<file path="config.mk">
export PLATFORM = sky130hd
export DESIGN_NAME = npu_job_scheduler
export DESIGN_NICKNAME = d
export VERILOG_FILES = /design/src/rtl/npu_job_scheduler.sv
export SDC_FILE = /design/constraint.sdc
export NUM_CORES = 1
export LEC_CHECK = 0
export BUFFER_PORTS_ARGS = -buffer_cell sky130_fd_sc_hd__buf_2
export CORE_ASPECT_RATIO = 1.4
export CORE_UTILIZATION = 53
export CTS_BUF_LIST = sky130_fd_sc_hd__clkbuf_16
export CTS_CLUSTER_DIAMETER = 120
export DETAILED_ROUTE_END_ITERATION = 12
export PLACE_DENSITY = 0.73
export SETUP_SLACK_MARGIN = 0.15
export SKIP_CTS_REPAIR_TIMING = 1
export SYNTH_ARGS = -nofsm -noshare
export SYNTH_HDL_FRONTEND = slang
export SYNTH_SLANG_ARGS = --single-unit
</file>
<file path="constraint.sdc">
create_clock -name clk -period 2.7 [get_ports clk]
set_input_delay 0.135 -clock clk [delete_from_list [all_inputs] [get_ports clk]]
set_output_delay 0.135 -clock clk [all_outputs]
set_load 0.005 [all_outputs]
</file>
<file path="src/rtl/npu_job_scheduler.sv">
// Matmul job scheduler: buffers jobs in a FIFO and runs them one at a time on the
// systolic array, returning in-order responses with status and RUN cycle count.
module npu_job_scheduler #(
  parameter int unsigned DEPTH   = 4,
  parameter int unsigned AW      = 12,
  parameter int unsigned N_MAX   = 4,
  parameter int unsigned TW      = 4,
  parameter int unsigned CW      = 16,
  parameter int unsigned TIMEOUT = 255
) (
  input  logic                       clk,
  input  logic                       rst,
  input  logic                       cmd_valid,
  output logic                       cmd_ready,
  input  logic [AW-1:0]              cmd_addr_a,
  input  logic [AW-1:0]              cmd_addr_b,
  input  logic [AW-1:0]              cmd_addr_c,
  input  logic [3:0]                 cmd_n,
  input  logic [TW-1:0]              cmd_tag,
  output logic                       arr_new_data,
  output logic [AW-1:0]              arr_addr_a,
  output logic [AW-1:0]              arr_addr_b,
  output logic [AW-1:0]              arr_addr_c,
  output logic [3:0]                 arr_n,
  input  logic                       arr_done,
  output logic                       arr_abort,
  output logic                       rsp_valid,
  input  logic                       rsp_ready,
  output logic [TW-1:0]              rsp_tag,
  output logic [1:0]                 rsp_status,
  output logic [CW-1:0]              rsp_cycles,
  output logic [$clog2(DEPTH):0]     queue_count,
  output logic                       idle
);

  localparam int unsigned PW = $clog2(DEPTH);
  localparam int unsigned QW = PW + 1;
  localparam int unsigned EW = 3 * AW + 4 + TW;
  localparam logic [3:0]    N_LIMIT = 4'(N_MAX);
  localparam logic [CW-1:0] TO_CNT  = CW'(TIMEOUT);
  localparam logic [QW-1:0] FULL_CNT = QW'(DEPTH);

  typedef enum logic [1:0] {
    IDLE,
    LAUNCH,
    RUN,
    RESP
  } state_t;

  state_t         state;
  logic [EW-1:0]  mem [DEPTH];
  logic [PW-1:0]  wr_ptr;
  logic [PW-1:0]  rd_ptr;
  logic [QW-1:0]  count;
  logic           push;
  logic           pop;
  logic [AW-1:0]  head_a;
  logic [AW-1:0]  head_b;
  logic [AW-1:0]  head_c;
  logic [3:0]     head_n;
  logic [TW-1:0]  head_tag;
  logic [TW-1:0]  job_tag;
  logic [CW-1:0]  cnt;
  logic [CW-1:0]  cnt_inc;

  assign cmd_ready   = (count != FULL_CNT);
  assign push        = cmd_valid && cmd_ready;
  assign pop         = (state == IDLE) && (count != '0);
  assign queue_count = count;
  assign idle        = (state == IDLE) && (count == '0);
  assign cnt_inc     = cnt + CW'(1);

  assign {head_a, head_b, head_c, head_n, head_tag} = mem[rd_ptr];

  always_ff @(posedge clk) begin
    if (push) begin
      mem[wr_ptr] <= {cmd_addr_a, cmd_addr_b, cmd_addr_c, cmd_n, cmd_tag};
    end
  end

  // Storage is written at the accept edge, so the earliest pop is the next edge.
  always_ff @(posedge clk or negedge rst) begin
    if (!rst) begin
      wr_ptr <= '0;
      rd_ptr <= '0;
      count  <= '0;
    end else begin
      if (push) wr_ptr <= wr_ptr + PW'(1);
      if (pop)  rd_ptr <= rd_ptr + PW'(1);
      case ({push, pop})
        2'b10:   count <= count + QW'(1);
        2'b01:   count <= count - QW'(1);
        default: count <= count;
      endcase
    end
  end

  always_ff @(posedge clk or negedge rst) begin
    if (!rst) begin
      state        <= IDLE;
      arr_new_data <= 1'b0;
      arr_abort    <= 1'b0;
      arr_addr_a   <= '0;
      arr_addr_b   <= '0;
      arr_addr_c   <= '0;
      arr_n        <= '0;
      job_tag      <= '0;
      cnt          <= '0;
      rsp_valid    <= 1'b0;
      rsp_tag      <= '0;
      rsp_status   <= '0;
      rsp_cycles   <= '0;
    end else begin
      arr_new_data <= 1'b0;
      arr_abort    <= 1'b0;
      case (state)
        IDLE: begin
          if (pop) begin
            arr_addr_a <= head_a;
            arr_addr_b <= head_b;
            arr_addr_c <= head_c;
            arr_n      <= head_n;
            job_tag    <= head_tag;
            if (head_n == 4'd0 || head_n > N_LIMIT) begin
              rsp_valid  <= 1'b1;
              rsp_tag    <= head_tag;
              rsp_status <= 2'b10;
              rsp_cycles <= '0;
              state      <= RESP;
            end else begin
              arr_new_data <= 1'b1;
              state        <= LAUNCH;
            end
          end
        end
        LAUNCH: begin
          cnt   <= '0;
          state <= RUN;
        end
        RUN: begin
          cnt <= cnt_inc;
          // Completion takes priority over a timeout landing on the same edge.
          if (arr_done) begin
            rsp_valid  <= 1'b1;
            rsp_tag    <= job_tag;
            rsp_status <= 2'b00;
            rsp_cycles <= cnt_inc;
            state      <= RESP;
          end else if (cnt_inc == TO_CNT) begin
            rsp_valid  <= 1'b1;
            rsp_tag    <= job_tag;
            rsp_status <= 2'b01;
            rsp_cycles <= TO_CNT;
            arr_abort  <= 1'b1;
            state      <= RESP;
          end
        end
        RESP: begin
          if (rsp_ready) begin
            rsp_valid <= 1'b0;
            state     <= IDLE;
          end
        end
        default: state <= IDLE;
      endcase
    end
  end

endmodule
</file>
==> results of run 1 <==
[registers in the layout, summed over array words and instances (netlist names), 3 cells and up]
register,count
arr_addr_a,12
arr_addr_b,12
arr_addr_c,12
arr_n,4
cnt,16
job_tag,4
mem,176
queue_count,3
rsp_cycles,16
rsp_tag,4
[worst register-to-register path, cell delays in order (launching register included)]
cell	delay, ps
dfrtp_2	410
ha_1	200
nand4_1	140
buf_4	190
nor2_1	130
xnor2_1	150
a31oi_2	150
nor4_4	390
buf_4	190
o21ai_2	90
a22o_2	270
[report_power, final]
| part | total [mW] | internal (mW) | leakage [nW] | switching [mW] |
|---|---|---|---|---|
| logic | 4.44 | 2.19 | 1.91 | 2.24 |
| registers | 6.02 | 5.55 | 2.78 | 0.465 |
| clock network | 3.73 | 2.21 | 0.443 | 1.52 |
[worst max path at each step]
| stage | startpoint | to | cells after the start |
|---|---|---|---|
| finish | cnt[0] | rsp_cycles[12] | 10 |
| global route | cnt[1] | rsp_cycles[12] | 10 |
| CTS | cnt[0] | rsp_tag[3] | 8 |
| detailed placement | cnt[0] | rsp_tag[3] | 8 |
| global placement | cnt[0] | rsp_tag[3] | 9 |
| floorplan | cnt[1] | rsp_tag[0] | 10 |
[logic make-up (layout without fill, tap and decap cells)]
group | count (synthesis) | in the layout | share of synthesized area [%]
adders and majority gates | 12 | 12 | 1.445
xor gates and xnor gates | 19 | 19 | 1.525
and+or+nand+nor | 98 | 98 | 5.172
AOI/OAI and AO/OA | 75 | 76 | 4.496
DFF | 270 | 270 | 70.00
muxes | 96 | 96 | 14.39
buffers and inverters | 68 | 269 | 2.970
[cell type report]
class                           count  area, um^2
Sequential cell                   270        7645
Fill cell                        1352        6738
Timing Repair Buffer              183        1269
Multi-Input combinational cell    301        2994
Clock inverter                     21       217.7
Clock buffer                       27       675.6
Inverter                           38       142.6
Tap cell                          252       315.3
[cells in the mapped netlist (2+ instances only)]
library cell / number / area [um^2]
or4_1: 2 / 15.01
a22o_1: 2 / 17.52
o211a_1: 2 / 20.02
nor3b_1: 4 / 30.03
dfrtp_1: 94 / 2352
nand2b_1: 2 / 12.51
buf_2: 3 / 15.01
nand3_1: 12 / 60.06
nand3b_1: 2 / 15.01
buf_1: 8 / 30.03
nor2_1: 14 / 52.55
o22ai_1: 10 / 62.56
ha_1: 11 / 137.6
or3_1: 2 / 12.51
xnor2_1: 17 / 148.9
nor2b_1: 2 / 12.51
mux2_2: 45 / 506.7
edfxtp_1: 176 / 5285
and3_4: 2 / 22.52
a31oi_1: 2 / 12.51
clkbuf_8: 2 / 27.53
mux2_4: 3 / 45.04
inv_1: 37 / 138.9
mux2i_1: 5 / 50.05
and3_1: 6 / 37.54
o21ai_0: 12 / 60.06
o21ai_2: 2 / 17.52
nand2_1: 29 / 108.9
mux4_2: 43 / 968.4
nor3_1: 5 / 25.02
clkbuf_1: 13 / 48.80
a22o_2: 7 / 70.07
a21oi_1: 26 / 130.1
buf_6: 2 / 22.52
xor2_1: 2 / 17.52
nand4_1: 4 / 25.02
[stage by stage]
step / hold WS, ps / instance area, um^2
2_1_floorplan: -160.6 / 10910
3_3_place_gp: 277.1 / 11830
3_5_place_dp: 287.7 / 11830
4_1_cts: -265.7 / 12720
5_1_grt: 105.5 / 13260
6_report: 64.75 / 13260
[per-layer routing]
metal  share of wire, %  wire, um
met5                  0         0
met4                1.6       345
met3                4.7       996
met2                 55     11660
met1                 39      8246
==> out/metrics.cfg, run 1 <==
[floorplanning]
dieArea_um2=21170
die_w_um=123.3
row_count=61
ioPinCount=119
coreArea_um2=20000
die_h_um=171.8
start_util_pct=54.56

[setup_path]
path_cells=ha_1 -> nand4_1 -> buf_4 -> nor2_1 -> xnor2_1 -> a31oi_2 -> nor4_4 -> buf_4 -> o21ai_2 -> a22o_2
crit_slowest_cell=dfrtp_2
critical-path-top-delay-family=simple AND/OR/NAND/NOR gates
cp_data_required_time_ps=3100
critical_path_peak_fanout=6
worstRegToRegCells=10
timing.rr.start=cnt[0]
cpPeakStageDelay_ps=410
path_class=flip-flop to flip-flop
end_kind=flip-flop
r2r_end=rsp_cycles[12]
reg2reg_slack_ps=250
arrival_ps=2850
start_kind=flip-flop
critPathBufInv=2
cp_common_cell=buf_4

[global_routing]
grt_use_met3_pct=3.912
grt_start_max_net_pins=60
grt_usage_pct=20.34
grt_pass1_wl_mm=32.49
antenna_found_initial=0
grt-ovfl-total=0
met1_usage_pct=24.14
busiest_layer=met2
met2_usage_pct=37.24
first_global_vias=6163

[sta]
fin_setup_tns_ps=0
maxSlewHeadroom_pct=45.55
hold_viol=0
slew_violations=0
final.period_utilization_pct=90.59
timing.fmax_ghz=0.4088
layout_min_cycle_time_ps=2446
setup_viol=0
rsz0062_at_grt=no
fin_skew_ps=23.55
fin_ws_ps=254.0
worst_pin_slew_ps=816.8

[place]
io_buffers=118
place_congestion=0.8585
place_ws_ps=56.68
hpwlAfterDp_mm=12.88
placed_cells=994

[yosys]
syn_nets=699
avgSynthCellArea_um2=17.10
synth_edf_count=176
synth_cells=638
synth_seq_area_share_pct=70.00
synth.distinct_cells=64
netlist_area_um2=10910
async_reset_ff_share_pct=34.81
ys_ff_latch=270
synthFlopType=edfxtp_1
synth_warnings=0

[clock_network]
cts_tree=done
root_buffer=clkbuf_16
numClockSinks=270
insertion_delay_ps=530
cts_made_buffers=26
clk_pin_slew_ps=60
cts.path.max_buffers=3
htree_levels=1

[drt]
vias_per_cell=5.553
first_iter_violations=420
first_pass_iters=4
drt.antenna.violating_nets=0
avgRoutedWirePerCell_um=19.46
wirelength_mm=21.25
vias=6064
drc=0

[final_layout]
layout.cells.non_filler=1092
layout-drive-gt1-share_pct=36.55
fin_nets=881
diodes=0
layout_common_cells=176 x edfxtp_1, 117 x buf_2, 90 x dfrtp_1
area_delta_synth_final_pct=21.53
utilization_pct=66.31
mostFrequentLayoutCell=edfxtp_1

[power]
irDropWorstVdd_v=0.0006644
p_leak_nw=5.135
p_per_area_nw_per_um2=1070
p_total_mw=14.18

[min_path]
min_from=cmd_valid
hold_end=wr_ptr[0]
hold_class=input port to flip-flop
holdPathStages=3

[run_status]
status=finished, final reports clean

[job]
maxCapViolations=0

Note: power is estimated with default switching activity, not from simulation.
==> run 2: changes to the inputs <==
--- a/config.mk
+++ b/config.mk
@@ -6,12 +6,13 @@
 export NUM_CORES = 1
 export LEC_CHECK = 0
 export BUFFER_PORTS_ARGS = -buffer_cell sky130_fd_sc_hd__buf_2
+export CAP_MARGIN = 20
 export CORE_ASPECT_RATIO = 1.4
 export CORE_UTILIZATION = 53
 export CTS_BUF_LIST = sky130_fd_sc_hd__clkbuf_16
 export CTS_CLUSTER_DIAMETER = 120
 export DETAILED_ROUTE_END_ITERATION = 12
-export PLACE_DENSITY = 0.73
+export PLACE_DENSITY = 0.76
 export SETUP_SLACK_MARGIN = 0.15
 export SKIP_CTS_REPAIR_TIMING = 1
 export SYNTH_ARGS = -nofsm -noshare
==> out/metrics.cfg, run 2 (synthesis gave the netlist of run 1 again) <==
[clock_network]
cts.path.max_buffers=3
insertion_delay_ps=520
numClockSinks=270
clk_pin_slew_ps=60
htree_levels=1
cts_made_buffers=26
root_buffer=clkbuf_16
cts_tree=done

[drt]
avgRoutedWirePerCell_um=20.17
first_iter_violations=438
vias=6114
first_pass_iters=8
drc=0
wirelength_mm=22.09
vias_per_cell=5.584
drt.antenna.violating_nets=0

[setup_path]
start_kind=flip-flop
crit_slowest_cell=or4_1
crit_end=rsp_tag[3]
critical_path_peak_fanout=11
reg2reg_slack_ps=290
timing.rr.start=cnt[4]
cp_data_required_time_ps=3100
worstRegToRegCells=7
r2r_end=rsp_tag[3]
path_class=flip-flop to flip-flop
crit_path_start=cnt[4]
arrival_ps=2810
cpPeakStageDelay_ps=540
path_cells=and3_4 -> nand3_2 -> or4_1 -> nand4_2 -> nor4_4 -> o21ai_4 -> mux2_2
end_kind=flip-flop

[run_status]
status=finished, final reports clean

[final_layout]
final-seq-area_um2=7644
multiInputGateArea_um2=2975
diodes=0
fillCellCount=1328
mostFrequentLayoutCell=edfxtp_1
largestRegisters=mem x176, cnt x16, rsp_cycles x16
layout_common_cells=176 x edfxtp_1, 117 x buf_2, 91 x dfrtp_1
utilization_pct=66.36
layout-drive-gt1-share_pct=36.65
top_register=mem
fin_nets=884
area_delta_synth_final_pct=21.62
largest_reg_flops=176

[sta]
hold_viol=0
worst_pin_slew_ps=869.9
final.period_utilization_pct=89.21
timing.fmax_ghz=0.4152
rsz0062_at_grt=yes
setup_viol=0
slew_violations=0
maxSlewHeadroom_pct=42.01
fin_setup_tns_ps=0
layout_min_cycle_time_ps=2409
fin_skew_ps=14.08

[power]
irDropWorstVdd_v=0.0007327
p_leak_nw=5.140
p_per_area_nw_per_um2=1076

[place]
place_congestion=0.9006
io_buffers=118
hpwlAfterDp_mm=13.42

[floorplanning]
die_w_um=123.3
die_h_um=171.8
row_count=61
ioPinCount=119
dieArea_um2=21170
coreArea_um2=20000
start_util_pct=54.56

[global_routing]
grt_use_met3_pct=4.310
grt_pass1_wl_mm=34.02
antenna_found_initial=0
busiest_layer=met2
grt_start_max_net_pins=60
grt-ovfl-total=0
met1_usage_pct=25.54
met2_usage_pct=38.81
grt_usage_pct=21.52
first_global_vias=6307

[min_path]
hold_class=input port to flip-flop

[job]
maxCapViolations=0

[run 2: how the worst min path moves through the flow]
stage,to,slack (ps),cells after the start,start
5_1_grt,state[0],120,4,rsp_ready
6_report,rsp_valid,90,5,rsp_ready
2_1_floorplan,arr_abort,-160,0,rst
3_3_place_gp,arr_new_data,290,1,rst
4_1_cts,arr_addr_a[6],-250,1,rst
3_5_place_dp,arr_new_data,310,1,rst
[run 2: metrics by stage]
stage / hold WS [ps] / setup WS (ps) / std cells / cell area (um^2) / power (mW)
floorplan: -160.6 / 156.3 / 638 / 10910 / 8.986
global placement: 287.8 / 172.5 / 997 / 11870 / 10.31
detailed placement: 305.8 / 114.2 / 997 / 11870 / 10.52
CTS: -252.2 / 89.07 / 1045 / 12760 / 14.30
global route: 120.1 / 149.3 / 1095 / 13270 / 15.03
finish: 94.27 / 291.3 / 1095 / 13270 / 14.27
[run 2: cell type report]
cell class | instances | area share [%]
inverters | 38 | 1.075
repair buffers | 187 | 9.788
well taps | 252 | 2.376
multi-input cells | 300 | 22.42
flip-flops and latches | 270 | 57.60
clock buffers | 27 | 5.092
clock inverters | 21 | 1.641
[run 2: power breakdown]
group / internal (mW) / switching [mW]
clock: 2.21 / 1.52
sequential: 5.55 / 0.472
combinational: 2.22 / 2.30
[run 2: worst max-delay path, delay by kind of cell (launching register included)]
| kind | cells | cell delay [ps] |
|---|---|---|
| compound gates | 1 | 330 |
| mux | 1 | 370 |
| simple gates | 5 | 1120 |
| flops | 1 | 490 |
[run 2: per-layer routing]
metal / vias up / routed length, um
met5: - / 0
met1: 3102 / 8519
met2: 184 / 11990
met4: 0 / 465
li1: 2799 / -
met3: 29 / 1117
==> run 3: changes to the inputs <==
--- a/config.mk
+++ b/config.mk
@@ -7,11 +7,12 @@
 export LEC_CHECK = 0
 export BUFFER_PORTS_ARGS = -buffer_cell sky130_fd_sc_hd__buf_2
 export CAP_MARGIN = 20
-export CORE_ASPECT_RATIO = 1.4
+export CORE_ASPECT_RATIO = 0.8
 export CORE_UTILIZATION = 53
 export CTS_BUF_LIST = sky130_fd_sc_hd__clkbuf_16
 export CTS_CLUSTER_DIAMETER = 120
 export DETAILED_ROUTE_END_ITERATION = 12
+export MAX_ROUTING_LAYER = met4
 export PLACE_DENSITY = 0.76
 export SETUP_SLACK_MARGIN = 0.15
 export SKIP_CTS_REPAIR_TIMING = 1
==> out/metrics.cfg, run 3 (synthesis gave the netlist of run 1 again) <==
[clock_network]
clk_pin_slew_ps=60
cts_tree=done
root_buffer=clkbuf_16
cts.path.max_buffers=3
numClockSinks=270
htree_levels=1
insertion_delay_ps=520
cts_made_buffers=26

[setup_path]
worstRegToRegCells=8
end_kind=flip-flop
path_class=flip-flop to flip-flop
start_kind=flip-flop
crit_slowest_cell=dfrtp_1
arrival_ps=2900
reg2reg_slack_ps=200
path_cells=nand4_1 -> o22a_1 -> o211a_1 -> a31oi_2 -> nor4_4 -> buf_4 -> o21ai_4 -> mux2_2
cp_data_required_time_ps=3100
critical_path_peak_fanout=10
timing.rr.start=cnt[2]
r2r_end=rsp_tag[3]
cpPeakStageDelay_ps=550

[run_status]
status=finished, final reports clean

[sta]
timing.fmax_ghz=0.3998
fin_setup_tns_ps=0
whs_ps=46.85
slew_violations=0
fin_skew_ps=11.89
setup_viol=0
rsz0062_at_grt=yes
maxSlewHeadroom_pct=39.12
layout_min_cycle_time_ps=2501
final.period_utilization_pct=92.63
worst_pin_slew_ps=913.2
hold_viol=0

[final_layout]
utilization_pct=66.39
multiInputGateArea_um2=2994
largest_reg_flops=176
layout.cells.non_filler=1111
largestRegisters=mem x176, cnt x16, rsp_cycles x16
fin_nets=888
diodes=0
mostFrequentLayoutCell=edfxtp_1
final-seq-area_um2=7647
area_delta_synth_final_pct=21.53
layout_common_cells=176 x edfxtp_1, 117 x buf_2, 88 x dfrtp_1
top_register=mem
layout-drive-gt1-share_pct=36.95
fillCellCount=1376

[drt]
avgRoutedWirePerCell_um=19.83
drc=0
drt.antenna.violating_nets=0
first_pass_iters=4
wirelength_mm=22.03
vias_per_cell=5.581
vias=6200
first_iter_violations=448

[place]
hpwlAfterDp_mm=13.42
place_congestion=0.8697
placed_cells=1013
io_buffers=118

[power]
pwr-share-seq_pct=43.0
p_leak_nw=5.145
comb_power_share_pct=31.8
netSwitchingPower_mw=4.224
p_clk_share_pct=25.3
p_int_mw=9.830
irDropWorstVdd_v=0.0007472
p_sw_share_pct=30.06
p_per_area_nw_per_um2=1060

[global_routing]
grt_usage_pct=21.88
grt_start_max_net_pins=69
grt_pass1_wl_mm=33.92
first_global_vias=6215
grt-ovfl-total=0
antenna_found_initial=0

[floorplanning]
die_h_um=130.3
start_util_pct=54.63
row_count=46
coreArea_um2=19970
die_w_um=162.4
ioPinCount=119
dieArea_um2=21170

[min_path]
hold_class=input port to flip-flop
hold_end=wr_ptr[0]
min_from=cmd_valid
holdPathStages=3

[job]
maxCapViolations=0

-- run 3: changes by cell type in the layout (fill, tap and decap cells not counted), moves of 2 or more --
| cell | before | now |
|---|---|---|
| clkinvlp_4 | 3 | 0 |
| inv_6 | 2 | 0 |
| inv_1 | 39 | 42 |
| buf_12 | 6 | 4 |
| dfrtp_2 | 2 | 5 |
| clkinv_2 | 6 | 9 |
| dfrtp_1 | 91 | 88 |
| buf_4 | 19 | 23 |
-- run 3: worst max path at each step --
| stage | startpoint | to | slack [ps] | cells after the start |
|---|---|---|---|---|
| after floorplan | cnt[1] | rsp_tag[0] | 160 | 10 |
| after global placement | cnt[0] | rsp_tag[3] | 110 | 8 |
| after detailed placement | cnt[0] | rsp_tag[3] | -20 | 9 |
| after CTS | cnt[0] | rsp_tag[3] | -30 | 9 |
| after global routing | cnt[5] | rsp_tag[3] | 130 | 8 |
| final | cnt[2] | rsp_tag[3] | 200 | 8 |
-- run 3: metal layers --
metal	routed length (um)	part of all wire [%]	global-route usage [%]	vias up
met5	0	0	-	-
met4	345	1.6	5.161	0
met3	1119	5.1	3.624	23
met2	10710	49	34.51	184
met1	9857	45	30.13	3191
li1	-	-	-	2802
-- run 3: worst max-delay path, delay by kind of cell, from the launching register on --
kind	cells	cell delay (ps)
AOI/OAI and AO/OA	4	1020
buffers and inverters	1	150
DFF	1	550
muxes	1	370
and+or+nand+nor	2	290
-- run 3: stage by stage --
step / cell area (um^2) / power [mW] / worst slack [ps]
2_1_floorplan: 10910 / 8.986 / 156.3
4_1_cts: 12730 / 14.08 / -34.56
3_5_place_dp: 11890 / 10.50 / -22.29
3_3_place_gp: 11890 / 10.29 / 111.5
6_report: 13260 / 14.05 / 198.9
5_1_grt: 13260 / 14.81 / 129.9
-- run 3: layout make-up --
class | count | share of cell area (%)
multi-input cells | 301 | 22.58
flip-flops and latches | 270 | 57.68
clock buffers | 27 | 5.096
repair buffers | 190 | 9.805
clock inverters | 21 | 1.274
inverters | 38 | 1.076
well taps | 264 | 2.491
-- run 3: power by group through the flow --
stage                     clock network, mW  logic (mW)  registers (mW)
after floorplan                           0        2.98            6.01
after global placement                    0        4.26            6.04
after detailed placement                  0        4.39            6.12
after CTS                              3.62        4.41            6.04
after global routing                   3.78        4.88            6.15
final                                  3.55        4.47            6.04
